File: config.mk
export PLATFORM = sky130hd
export DESIGN_NAME = bcd_sevenseg_counter
export DESIGN_NICKNAME = d
export VERILOG_FILES = /design/src/rtl/bcd_sevenseg_counter.sv
export SDC_FILE = /design/constraint.sdc
export NUM_CORES = 1
export LEC_CHECK = 0
export ABC_AREA = 1
export CAP_MARGIN = 20
export CORE_MARGIN = 2
export CORE_UTILIZATION = 46
export DETAILED_ROUTE_END_ITERATION = 7
export PLACE_DENSITY = 0.81
export SYNTH_ARGS = -nofsm -noshare
export SYNTH_HDL_FRONTEND = slang
export SYNTH_SLANG_ARGS = --single-unit
File: constraint.sdc
create_clock -name clk -period 1.7 [get_ports clk]
set_clock_uncertainty 0.1 [all_clocks]
set_input_delay 0.34 -clock clk [delete_from_list [all_inputs] [get_ports clk]]
set_output_delay 0.34 -clock clk [all_outputs]
set_load 0.02 [all_outputs]
File: src/rtl/bcd_sevenseg_counter.sv
// Prescaled BCD up/down counter (0-9) with synchronous load and a registered
// active-low seven-segment decoder (segments a..g, 0 = lit).
module bcd_sevenseg_counter #(
  parameter int unsigned DIV = 12000000
) (
  input  logic       clk,
  input  logic       rst,
  input  logic       en,
  input  logic       up,
  input  logic       load,
  input  logic [3:0] load_val,
  output logic [3:0] digit,
  output logic       tick,
  output logic       carry,
  output logic       a,
  output logic       b,
  output logic       c,
  output logic       d,
  output logic       e,
  output logic       f,
  output logic       g
);

  // DIV=1 still needs a 1-bit prescaler; it simply never leaves 0.
  localparam int unsigned PW = (DIV <= 1) ? 1 : $clog2(DIV);
  localparam logic [PW-1:0] LAST = PW'(DIV - 1);

  logic [PW-1:0] r_presc;
  logic [3:0]    r_digit;
  logic          r_tick;
  logic          r_carry;
  logic [6:0]    r_seg;

  logic          w_step;
  logic          w_wrap;
  logic [3:0]    w_next;
  logic [3:0]    w_load_digit;
  logic [6:0]    w_seg;

  assign w_step       = en && (r_presc == LAST);
  assign w_load_digit = (load_val > 4'd9) ? 4'd0 : load_val;

  always_comb begin
    w_next = r_digit;
    w_wrap = 1'b0;
    if (up) begin
      w_wrap = (r_digit == 4'd9);
      w_next = w_wrap ? 4'd0 : r_digit + 4'd1;
    end else begin
      w_wrap = (r_digit == 4'd0);
      w_next = w_wrap ? 4'd9 : r_digit - 4'd1;
    end
  end

  always_ff @(posedge clk) begin
    if (rst) begin
      r_presc <= '0;
      r_digit <= 4'd0;
      r_tick  <= 1'b0;
      r_carry <= 1'b0;
    end else if (load) begin
      r_presc <= '0;
      r_digit <= w_load_digit;
      r_tick  <= 1'b0;
      r_carry <= 1'b0;
    end else if (w_step) begin
      r_presc <= '0;
      r_digit <= w_next;
      r_tick  <= 1'b1;
      r_carry <= w_wrap;
    end else begin
      if (en) begin
        r_presc <= r_presc + PW'(1);
      end
      r_tick  <= 1'b0;
      r_carry <= 1'b0;
    end
  end

  // Bit 6 is segment a, bit 0 is segment g.
  always_comb begin
    w_seg = 7'b1111111;
    case (r_digit)
      4'd0: w_seg = 7'b0000001;
      4'd1: w_seg = 7'b1001111;
      4'd2: w_seg = 7'b0010010;
      4'd3: w_seg = 7'b0000110;
      4'd4: w_seg = 7'b1001100;
      4'd5: w_seg = 7'b0100100;
      4'd6: w_seg = 7'b0100000;
      4'd7: w_seg = 7'b0001111;
      4'd8: w_seg = 7'b0000000;
      4'd9: w_seg = 7'b0000100;
      default: w_seg = 7'b1111111;
    endcase
  end

  // Segments follow the digit register one cycle later, regardless of en.
  always_ff @(posedge clk) begin
    if (rst) begin
      r_seg <= 7'b0000001;
    end else begin
      r_seg <= w_seg;
    end
  end

  assign digit = r_digit;
  assign tick  = r_tick;
  assign carry = r_carry;
  assign a     = r_seg[6];
  assign b     = r_seg[5];
  assign c     = r_seg[4];
  assign d     = r_seg[3];
  assign e     = r_seg[2];
  assign f     = r_seg[1];
  assign g     = r_seg[0];

endmodule

==> results.json <==
{
  "status": "finished, final reports clean",
  "worstSetupEndpointType": "primary output",
  "dr_wl_met3_um": 189,
  "cts_tree": "yes",
  "slowest_delay_ns": 0.60,
  "drc_errors": 0,
  "clock_latency_ns": 0.29,
  "vias": 2122,
  "cts_buffers": 5,
  "routed.top_layer": "met4",
  "switchingPower_uw": 474,
  "detail_route.vias_per_cell": 5.05,
  "holdPathStages": 2,
  "start_kind": "flop",
  "pwr-share-comb_pct": 12.2,
  "internal_power_mw": 1.59,
  "timing.slew.headroom_pct": 77.1,
  "gp_congestion": 0.941,
  "syn_inst": 318,
  "r2r-start": "digit[0]",
  "post_drt_wl_per_cell_um": 11.9,
  "fin_crit_sh_pct": 97.1,
  "worstPathArrival_ns": 1.21,
  "cp.required_ns": 1.26,
  "start_util_pct": 48.1,
  "syn_nets": 333,
  "cp_max_fo": 1,
  "synth_area_leaders": "dfxtp_1 (35%), nand2_1 (14%), nor2_1 (11%)",
  "wl_met2_mm": 2.52,
  "syn_area_um2": 2110,
  "io_buffers": 21,
  "final_cell_mix": "nand2_1 (80), nor2_1 (60), dfxtp_1 (33)",
  "coreArea_um2": 4380,
  "dpl.hpwl_mm": 3.80,
  "critPathTopFamily": "buffers and inverters",
  "fin_hold_ws_ns": 0.385,
  "seqPwrFrac_pct": 43.6,
  "hp-start": "digit[0]",
  "track_usage_pct": 20.8,
  "final_net_count": 382,
  "maxCapViolCount": 0,
  "finalWirelength_mm": 5.01,
  "num_io_pins": 22,
  "r2r_end": "digit[2]",
  "power_density_nw_per_um2": 752,
  "r2r_cells": 9,
  "synth.top_cell.area_share_pct": 35.1,
  "synth_area_per_cell_um2": 6.64,
  "worstPathCellList": "clkdlybuf4s50_1",
  "setup_slack_ns": 0.0491,
  "hp-class": "reg2reg",
  "drtIter0Drc": 128,
  "antenna_found_initial": 0,
  "period_needed_ns": 1.65,
  "switching_share_pct": 23.0,
  "cpMaxStageDelayCell": "clkdlybuf4s50_1",
  "r2r_slack_ns": 0.12,
  "grt_max_degree": 14,
  "final_area_um2": 2740,
  "cts_root_buf": "clkbuf_8",
  "power.share.clock_pct": 44.2,
  "die_y_um": 71.7,
  "pre_cts_ws_ns": -0.187,
  "tns_ns": 0,
  "report.final.slew_viol_count": 0,
  "met1_length_mm": 2.22,
  "synth_seq_cells": 37,
  "critPathKind": "reg2out",
  "tightestPinTransition_ns": 0.341,
  "power.leakage_nw": 1.11,
  "firstDrtPassIters": 4,
  "synth_cell_types": 28,
  "ant_nets": 0,
  "final_hold_viol_count": 0,
  "grt_pass1_vias": 2029,
  "yosys.area.top_type": "dfxtp_1",
  "setup_viol": 0,
  "cts_max_level": 2,
  "clk_pin_slew_ns": 0.08,
  "grt_pass1_wl_mm": 8.52,
  "diodes": 0,
  "num_rows": 24,
  "place_area_um2": 2540,
  "die-area_um2": 5150,
  "syn_to_final_growth_pct": 29.8,
  "cts_sinks": 37,
  "final_common_cell": "nand2_1",
  "die_x_um": 71.7,
  "layout-drive-gt1-share_pct": 16.0,
  "rsz0062_at_grt": "no",
  "fmax_mhz": 606,
  "vdd_drop_max_mv": 0.424,
  "yosysWarnings": 0,
  "hold_path_end": "digit[0]",
  "cts_hold_buf": 0,
  "grt.overflow.total": 0,
  "synth_seq_area_share_pct": 35.1,
  "fillCellCount": 391,
  "cts.path.max_buffers": 2,
  "critical_path_buf_inv_count": 1
}
layout make-up:
cell class	count	area (um^2)	share of cell area, %
Tap cell	52	65.1	2.37
Clock inverter	3	65.1	2.37
Sequential cell	37	746	27.2
Timing Repair Buffer	48	435	15.9
Inverter	33	124	4.52
Multi-Input combinational cell	242	1240	45.1
Clock buffer	5	68.8	2.51
cells in the mapped netlist, drive strengths merged:
library cell  number
o31ai              2
or2                1
o211ai             1
clkbuf             2
nor3               5
o221ai             1
ha                 6
dfxtp             37
nor4               1
nand3b             3
nor2              69
inv               33
o21ai              5
buf                4
nand2             86
nand4              9
xnor2              6
nand3             27
xor2               9
a21oi             11
power by group through the flow:
| stage | clock network, mW | registers [mW] | logic [mW] |
|---|---|---|---|
| 6_report | 0.911 | 0.897 | 0.252 |
| 5_1_grt | 0.969 | 0.899 | 0.280 |
| 4_1_cts | 0.926 | 0.896 | 0.251 |
| 3_5_place_dp | 0 | 0.917 | 0.253 |
| 3_3_place_gp | 0 | 0.916 | 0.251 |
| 2_1_floorplan | 0 | 0.939 | 0.113 |
logic make-up after synthesis:
| group | count (synthesis) | synth area share [%] |
|---|---|---|
| adder cells (fa/ha/maj) | 6 | 3.56 |
| AO/OA/AOI/OAI | 20 | 5.28 |
| XOR/XNOR | 15 | 6.22 |
| AND/OR/NAND/NOR | 201 | 42.0 |
| flip-flops | 37 | 35.1 |
| buffers and inverters | 39 | 7.88 |
per-layer routing:
layer  global-route usage [%]  up-vias
met5                        0        -
met4                     7.34        0
li1                         -     1099
met3                     4.36       11
met2                     37.2       46
met1                     24.3      966
worst max path at each step:
stage,depth (start not counted),endpoint,slack (ns),startpoint
final,1,e,0.05,r_seg[2]
after global routing,8,digit[1],0.004,digit[1]
after CTS,9,r_presc[7],0.00009,r_presc[0]
after detailed placement,10,r_presc[20],-0.19,en
after global placement,8,r_presc[23],-0.11,en
after floorplan,9,digit[2],0.05,digit[0]
registers in the layout, indices dropped and copies added (netlist names):
register	count
r_seg	7
r_presc	24
carry	1
digit	4
tick	1
per-stage QoR:
stage	power (mW)	utilization, %	std cells
after global placement	1.17	58.0	408
final	2.06	62.5	420
after global routing	2.15	62.5	420
after CTS	2.07	61.0	416
after floorplan	1.05	-	318
after detailed placement	1.17	58.0	408
repair_timing:
| item | CTS | global route |
|---|---|---|
| setup buffers | 0 | 4 |
| setup endpoints to repair | 30 | 29 |
| gates resized for setup | 5 | 10 |
| pin swaps | 0 | 4 |
Power figures use the tool's default switching activity.
